**src/rtl/ldpc_shift_sched_if.sv**
```systemverilog
// Purpose : bundles the configuration, control and shift-beat signals of ldpc_shift_sched.
// Latency : n/a (wiring only).
// Backpressure: out_valid/out_ready handshake on the beat stream; master drives controls, slave drives beats.
interface ldpc_shift_sched_if #(
    parameter int data_w   = 8,
    parameter int ROWS     = 4,
    parameter int COLS     = 8,
    parameter int MAX_ITER = 10
);
    localparam int AW = (ROWS * COLS > 1) ? $clog2(ROWS * COLS) : 1;
    localparam int RW = (ROWS > 1) ? $clog2(ROWS) : 1;
    localparam int CW = (COLS > 1) ? $clog2(COLS) : 1;
    localparam int IW = $clog2(MAX_ITER + 1);

    logic              cfg_we;
    logic [AW-1:0]     cfg_addr;
    logic [data_w-1:0] cfg_data;
    logic              start;
    logic              parity_ok;
    logic              out_ready;
    logic              out_valid;
    logic [data_w-1:0] shift;
    logic [RW-1:0]     row_idx;
    logic [CW-1:0]     col_idx;
    logic              first_col;
    logic              last_col;
    logic [IW-1:0]     iter_cnt;
    logic              busy;
    logic              done;

    // Controller side: configures the table, starts decodes, consumes beats.
    modport master (
        output cfg_we, cfg_addr, cfg_data, start, parity_ok, out_ready,
        input  out_valid, shift, row_idx, col_idx, first_col, last_col,
               iter_cnt, busy, done
    );

    // Scheduler side.
    modport slave (
        input  cfg_we, cfg_addr, cfg_data, start, parity_ok, out_ready,
        output out_valid, shift, row_idx, col_idx, first_col, last_col,
               iter_cnt, busy, done
    );
endinterface

```
**src/rtl/ldpc_shift_sched.sv**
```systemverilog
// Purpose : walks the base-matrix shift table layer by layer, issuing one shift per accepted beat, per iteration.
// Latency : first beat one cycle after start; one beat/cycle with out_ready high; one CHECK cycle per iteration.
// Backpressure: all beat outputs are registered and hold while out_valid && !out_ready.
module ldpc_shift_sched #(
    parameter int data_w   = 8,
    parameter int D        = 5,
    parameter int ROWS     = 4,
    parameter int COLS     = 8,
    parameter int MAX_ITER = 10
) (
    input logic                clk,
    input logic                rst_n,
    ldpc_shift_sched_if.slave  bus
);
    localparam int N  = ROWS * COLS;
    localparam int AW = (N > 1) ? $clog2(N) : 1;
    localparam int RW = (ROWS > 1) ? $clog2(ROWS) : 1;
    localparam int CW = (COLS > 1) ? $clog2(COLS) : 1;
    localparam int IW = $clog2(MAX_ITER + 1);

    localparam logic [AW:0]       N_ENT      = (AW + 1)'(N);
    localparam logic [RW-1:0]     ROW_LAST   = RW'(ROWS - 1);
    localparam logic [CW-1:0]     COL_LAST   = CW'(COLS - 1);
    localparam logic [IW-1:0]     ITER_LAST  = IW'(MAX_ITER);
    localparam logic [data_w-1:0] NULL_SHIFT = '1;

    // Reject parameter sets the schedule cannot represent.
    if (MAX_ITER < 1 || D < 1 || D > (1 << data_w) - 1) begin : g_bad_param
        $error("ldpc_shift_sched: illegal MAX_ITER or lifting size");
    end

    typedef enum logic [1:0] {
        IDLE  = 2'd0,
        RUN   = 2'd1,
        CHECK = 2'd2
    } state_t;

    state_t            state_q, state_d;
    logic [data_w-1:0] tbl_q [N];
    logic [data_w-1:0] tbl_d [N];
    logic              vld_q, vld_d;
    logic [data_w-1:0] shift_q, shift_d;
    logic [RW-1:0]     row_q, row_d;
    logic [CW-1:0]     col_q, col_d;
    logic              first_q, first_d;
    logic              last_q, last_d;
    logic [IW-1:0]     iter_q, iter_d;
    logic              done_q, done_d;
    logic              load;

    function automatic logic [AW-1:0] tbl_idx(input logic [RW-1:0] r, input logic [CW-1:0] c);
        return AW'(int'(r) * COLS + int'(c));
    endfunction

    // Table write port: only open while idle; out-of-range addresses dropped.
    always_comb begin
        tbl_d = tbl_q;
        if (state_q == IDLE && bus.cfg_we && {1'b0, bus.cfg_addr} < N_ENT) begin
            tbl_d[bus.cfg_addr] = bus.cfg_data;
        end
    end

    // Walk state machine; the next beat is looked up from tbl_d so a write
    // landing together with start is already visible to beat 0.
    always_comb begin
        state_d = state_q;
        vld_d   = vld_q;
        shift_d = shift_q;
        row_d   = row_q;
        col_d   = col_q;
        first_d = first_q;
        last_d  = last_q;
        iter_d  = iter_q;
        done_d  = 1'b0;
        load    = 1'b0;

        case (state_q)
            IDLE: begin
                if (bus.start) begin
                    state_d = RUN;
                    vld_d   = 1'b1;
                    row_d   = '0;
                    col_d   = '0;
                    iter_d  = IW'(1);
                    load    = 1'b1;
                end
            end
            RUN: begin
                if (vld_q && bus.out_ready) begin
                    if (row_q == ROW_LAST && col_q == COL_LAST) begin
                        state_d = CHECK;
                        vld_d   = 1'b0;
                    end else begin
                        if (col_q == COL_LAST) begin
                            col_d = '0;
                            row_d = row_q + RW'(1);
                        end else begin
                            col_d = col_q + CW'(1);
                        end
                        load = 1'b1;
                    end
                end
            end
            CHECK: begin
                if (bus.parity_ok || iter_q == ITER_LAST) begin
                    state_d = IDLE;
                    done_d  = 1'b1;
                end else begin
                    state_d = RUN;
                    vld_d   = 1'b1;
                    row_d   = '0;
                    col_d   = '0;
                    iter_d  = iter_q + IW'(1);
                    load    = 1'b1;
                end
            end
            default: begin
                state_d = IDLE;
                vld_d   = 1'b0;
            end
        endcase

        if (load) begin
            shift_d = tbl_d[tbl_idx(row_d, col_d)];
            first_d = (col_d == '0);
            last_d  = (col_d == COL_LAST);
        end
    end

    // Shift table register file; reset fills every block with the null code.
    always_ff @(posedge clk or negedge rst_n) begin
        if (!rst_n) begin
            for (int i = 0; i < N; i++) begin
                tbl_q[i] <= NULL_SHIFT;
            end
        end else begin
            tbl_q <= tbl_d;
        end
    end

    // Control state and registered beat outputs.
    always_ff @(posedge clk or negedge rst_n) begin
        if (!rst_n) begin
            state_q <= IDLE;
            vld_q   <= 1'b0;
            shift_q <= NULL_SHIFT;
            row_q   <= '0;
            col_q   <= '0;
            first_q <= 1'b0;
            last_q  <= 1'b0;
            iter_q  <= '0;
            done_q  <= 1'b0;
        end else begin
            state_q <= state_d;
            vld_q   <= vld_d;
            shift_q <= shift_d;
            row_q   <= row_d;
            col_q   <= col_d;
            first_q <= first_d;
            last_q  <= last_d;
            iter_q  <= iter_d;
            done_q  <= done_d;
        end
    end

    assign bus.out_valid = vld_q;
    assign bus.shift     = shift_q;
    assign bus.row_idx   = row_q;
    assign bus.col_idx   = col_q;
    assign bus.first_col = first_q;
    assign bus.last_col  = last_q;
    assign bus.iter_cnt  = iter_q;
    assign bus.busy      = (state_q != IDLE);
    assign bus.done      = done_q;
endmodule

```
**src/flat_wrapper.sv**
```systemverilog
// flat-port wrapper written by rule: the top's interface ports become plain ports
module ldpc_shift_sched_flat 
#(
    parameter int data_w   = 8,
    parameter int D        = 5,
    parameter int ROWS     = 4,
    parameter int COLS     = 8,
    parameter int MAX_ITER = 10
)
  (clk, rst_n, bus_cfg_we, bus_cfg_addr, bus_cfg_data, bus_start, bus_parity_ok, bus_out_ready, bus_out_valid, bus_shift, bus_row_idx, bus_col_idx, bus_first_col, bus_last_col, bus_iter_cnt, bus_busy, bus_done);
  ldpc_shift_sched_if #(.data_w(data_w), .ROWS(ROWS), .COLS(COLS), .MAX_ITER(MAX_ITER)) bus_i ();
  input logic clk;
  input logic rst_n;
  input wire logic [$bits(bus_i.cfg_we)-1:0] bus_cfg_we;
  input wire logic [$bits(bus_i.cfg_addr)-1:0] bus_cfg_addr;
  input wire logic [$bits(bus_i.cfg_data)-1:0] bus_cfg_data;
  input wire logic [$bits(bus_i.start)-1:0] bus_start;
  input wire logic [$bits(bus_i.parity_ok)-1:0] bus_parity_ok;
  input wire logic [$bits(bus_i.out_ready)-1:0] bus_out_ready;
  output wire logic [$bits(bus_i.out_valid)-1:0] bus_out_valid;
  output wire logic [$bits(bus_i.shift)-1:0] bus_shift;
  output wire logic [$bits(bus_i.row_idx)-1:0] bus_row_idx;
  output wire logic [$bits(bus_i.col_idx)-1:0] bus_col_idx;
  output wire logic [$bits(bus_i.first_col)-1:0] bus_first_col;
  output wire logic [$bits(bus_i.last_col)-1:0] bus_last_col;
  output wire logic [$bits(bus_i.iter_cnt)-1:0] bus_iter_cnt;
  output wire logic [$bits(bus_i.busy)-1:0] bus_busy;
  output wire logic [$bits(bus_i.done)-1:0] bus_done;
  assign bus_i.cfg_we = bus_cfg_we;
  assign bus_i.cfg_addr = bus_cfg_addr;
  assign bus_i.cfg_data = bus_cfg_data;
  assign bus_i.start = bus_start;
  assign bus_i.parity_ok = bus_parity_ok;
  assign bus_i.out_ready = bus_out_ready;
  assign bus_out_valid = bus_i.out_valid;
  assign bus_shift = bus_i.shift;
  assign bus_row_idx = bus_i.row_idx;
  assign bus_col_idx = bus_i.col_idx;
  assign bus_first_col = bus_i.first_col;
  assign bus_last_col = bus_i.last_col;
  assign bus_iter_cnt = bus_i.iter_cnt;
  assign bus_busy = bus_i.busy;
  assign bus_done = bus_i.done;
  ldpc_shift_sched #(.data_w(data_w), .D(D), .ROWS(ROWS), .COLS(COLS), .MAX_ITER(MAX_ITER)) u_core (.clk(clk), .rst_n(rst_n), .bus(bus_i));
endmodule
```
**config.mk**
```make
export PLATFORM = sky130hd
export DESIGN_NAME = ldpc_shift_sched_flat
export DESIGN_NICKNAME = d
export VERILOG_FILES = /design/src/rtl/ldpc_shift_sched_if.sv /design/src/rtl/ldpc_shift_sched.sv /design/src/flat_wrapper.sv
export SDC_FILE = /design/constraint.sdc
export NUM_CORES = 1
export LEC_CHECK = 0
export CAP_MARGIN = 20
export CORE_UTILIZATION = 35
export DETAILED_ROUTE_END_ITERATION = 12
export GPL_ROUTABILITY_DRIVEN = 0
export GPL_TIMING_DRIVEN = 0
export PLACE_DENSITY = 0.56
export SKIP_CTS_REPAIR_TIMING = 1
export SLEW_MARGIN = 20
export SYNTH_ARGS = -nofsm -noshare
export SYNTH_HDL_FRONTEND = slang
export SYNTH_SLANG_ARGS = --single-unit
export TNS_END_PERCENT = 30
```
**constraint.sdc**
```tcl
create_clock -name clk -period 9.46 [get_ports clk]
set_clock_uncertainty 0.2 [all_clocks]
set_input_delay 1.892 -clock clk [delete_from_list [all_inputs] [get_ports clk]]
set_output_delay 1.892 -clock clk [all_outputs]
set_load 0.03 [all_outputs]
```
==> metrics, run 1 <==
CTS Buffer Depth 3; number of max-cap violations 0; area of the multi-input gates 6950 sq um; ANT nets after route 0; CP required 9720 ps; Yosys top cell by area dfstp_2; Post-DP Area 16000 sq um; most instantiated cells after synthesis nand2_1 (359), dfstp_2 (264), o21ai_0 (254); Yosys reg bits 279; area delta synth->final 16.2%; RR Startpoint u_core.bus.col_idx[0]; FP Rows 75; fin area 17300 sq um; critical path class in -> reg; fmax 0.159 GHz; global-route wire length before repair 94600 um; Static Leak 6.39 nW; CTS buffer count 36; count leader, synth nand2_1; gate count after technology mapping 1710; layout cell share with drive strength beyond 1 21.5%; CP endpoint kind register; fillers 4204; die area 43300 sq um; Post-Synth XOR/XNOR Area 0.177%; Slew HR 23.0%; post-layout net count 1813; Worst Setup Start Kind input pin; status finished with violations; post-synthesis mux area share 3.80%; Synth Flop Type dfstp_2; Post-Route WL 65500 um; chip height 208 um; Largest stage delay, worst path 790 ps; RSZ-0062 raised after global routing no; Post-Synth Simple-Gate Area 20.9%; Tot Pwr 4.57 mW; WL/cell 27.8 um; syn avg cell area 8.69 sq um; EDFF count, synth 0; FFs w/ async S/R, synth 100%; minimum clock period 6270 ps; Synthesis Warnings 0; clk_lat worst skew 550 ps; final hold vios 0; hold depth 2; # IOs 41; initial core utilization 35.4%; Slew Limit Fails 0; DR iter-0 viols 2280; TritonCTS clock tree built; Crit-path slowest cell o31ai_1; Netlist cell types 70; syn nets 1734; Sink Count 279; HP Start u_core.tbl_q[222]; Mapped Area 14900 sq um; Max VDD drop 0.129 mV; Adder-Cell Fraction of Synth Area 0.421%; vias in the first global route 14044; Clock Pin Slew Worst Setup and Hold Paths 70 ps; GRT overflow 0; via count 14816; sequential share of the synthesized area 49.2%; gr usage total 30.0%; Final Cycle Share 66.3%; Die Wd 208 um; input/output buffers 37; largest fanout on the critical path 10; CP Data Arrival Time 6540 ps; post-synth top area share 46.7%; main combinational cell family by area after synthesis compound AO/OA/AOI/OAI gates; top post-synthesis cells by area dfstp_2 (47%), nand2_1 (9.1%), o21ai_0 (8.6%), nor2_1 (3.2%), clkbuf_1 (2.6%); Hold Crit Class reg -> reg; H-tree Lvls 2; failing checks design-rule violations; Via density 6.29; compound-cell area share of the yosys netlist 21.3%; R2R setup slack 4360 ps; initial antenna violation count 0; register area 7310 sq um; placed wire-length estimate 46300 um; core area 41900 sq um; 1st-pass router iterations 10; Hold Path Sink u_core.tbl_q[222]; r2r worst-path depth 13; power density over cell area 265 nW/um^2; r2r endpoint u_core.bus.shift[3]; Root Buffer clkbuf_16; DRC Markers 4; Worst-Margin Slew 1160 ps; crit-path cells clkdlybuf4s50_1 -> or3b_1 -> o21a_1 -> a211oi_4 -> clkbuf_1 -> buf_2 -> buf_2 -> o21ai_0 -> a21oi_1 -> o21ai_0 -> o31ai_1 -> o32ai_1; largest net degree at the start of global routing 85; setup violators final 0
==> worst max path at each step <==
stage / start / end / slack [ps] / cells past startpoint
CTS: bus_parity_ok / u_core.bus.shift[3] / 3500 / 12
detailed placement: bus_parity_ok / u_core.bus.shift[3] / 2930 / 12
global placement: rst_n / u_core.bus.first_col / -5590 / 1
global route: bus_parity_ok / u_core.bus.shift[3] / 3170 / 12
finish: bus_parity_ok / u_core.bus.shift[3] / 3190 / 12
floorplan: bus_parity_ok / u_core.bus.shift[6] / 4930 / 11
==> report_power, final <==
part	switching (mW)	leakage, nW	internal [mW]	total, mW
clock network	0.573	0.615	0.887	1.46
registers	0.0885	2.92	1.38	1.47
logic	1.21	2.85	0.438	1.65
==> cells by family after synthesis <==
logic type      count (synthesis)
xor+xnor                        3
buf+inv                       149
simple gates                  706
flops                         279
compound gates                515
fa+ha+maj                       5
mux                            53
==> sequential cells by signal (all words and copies together) (netlist names) <==
name,flops
u_core.bus.row_idx,2
u_core.bus.iter_cnt,4
u_core.tbl_q,256
u_core.bus.col_idx,3
u_core.state_q,2
u_core.bus.last_col,1
u_core.bus.shift,8
u_core.bus.first_col,1
u_core.bus.done,1
u_core.bus.out_valid,1
==> stage by stage <==
| step | worst slack (ps) | setup TNS, ps | instances | util [%] | hold slack, ps |
|---|---|---|---|---|---|
| final | 3190 | 0 | 2357 | 41.2 | 256 |
| after global routing | 3170 | 0 | 2356 | 41.2 | 274 |
| after CTS | 3500 | 0 | 2356 | 41.1 | 260 |
| after detailed placement | 2930 | 0 | 2290 | 38.2 | 251 |
| after global placement | -5590 | -593970 | 2286 | 37.9 | 249 |
| after floorplan | 4930 | 0 | 1710 | - | 235 |
==> critical path: cells and delay by family <==
| kind | cells | cell delay, ps |
|---|---|---|
| AO/OA/AOI/OAI | 7 | 2140 |
| buffers and inverters | 4 | 2040 |
| AND/OR/NAND/NOR | 1 | 450 |
==> layer usage <==
metal | global-route usage, % | up-vias | wire (um)
met1 | 40.0 | 7135 | 26500
met4 | 18.0 | 0 | 4350
met2 | 41.8 | 1070 | 26100
met5 | 0 | - | 0
met3 | 9.90 | 279 | 8560
li1 | - | 6332 | -
==> layout make-up <==
cell class / instances / share of cell area, %
diodes: 1 / 0.0145
plain buffers: 132 / 3.16
clock buffers: 49 / 6.04
clock inverters: 17 / 1.21
inverters: 17 / 0.370
multi-input cells: 1282 / 40.3
flip-flops and latches: 279 / 42.4
well taps: 539 / 3.91
repair buffers: 41 / 2.70
==> layout by cell type, fill, tap and decap left out, types with 15 or more instances in the layout <==
master,n
inv_1,15
dfstp_2,264
nand2_1,359
clkbuf_1,107
clkbuf_16,38
clkdlybuf4s50_1,36
nor2_1,128
o221ai_1,25
mux2i_1,28
dfrtp_1,15
buf_2,25
o211ai_1,16
o22ai_1,30
mux2_2,23
nand3_1,52
a21oi_1,49
or3_1,40
nor3_1,62
o21ai_0,254
Note: power is estimated with default switching activity, not from simulation.
==> run 2, diff against run 1 <==
clock period = 6.4 ns   (was 9.46 ns; I/O delays follow)
==> results of run 2 <==
The final DEF is identical to that of run 1. Status: finished with violations: design-rule violations.
Among the figures that moved: setup slack after placement 2930 ps -> 481 ps; setup slack after layout 3190 ps -> 740 ps; register-to-register setup slack 4360 ps -> 1300 ps; total power 4.57 mW -> 6.76 mW; worst IR drop on VDD 0.129 mV -> 0.191 mV
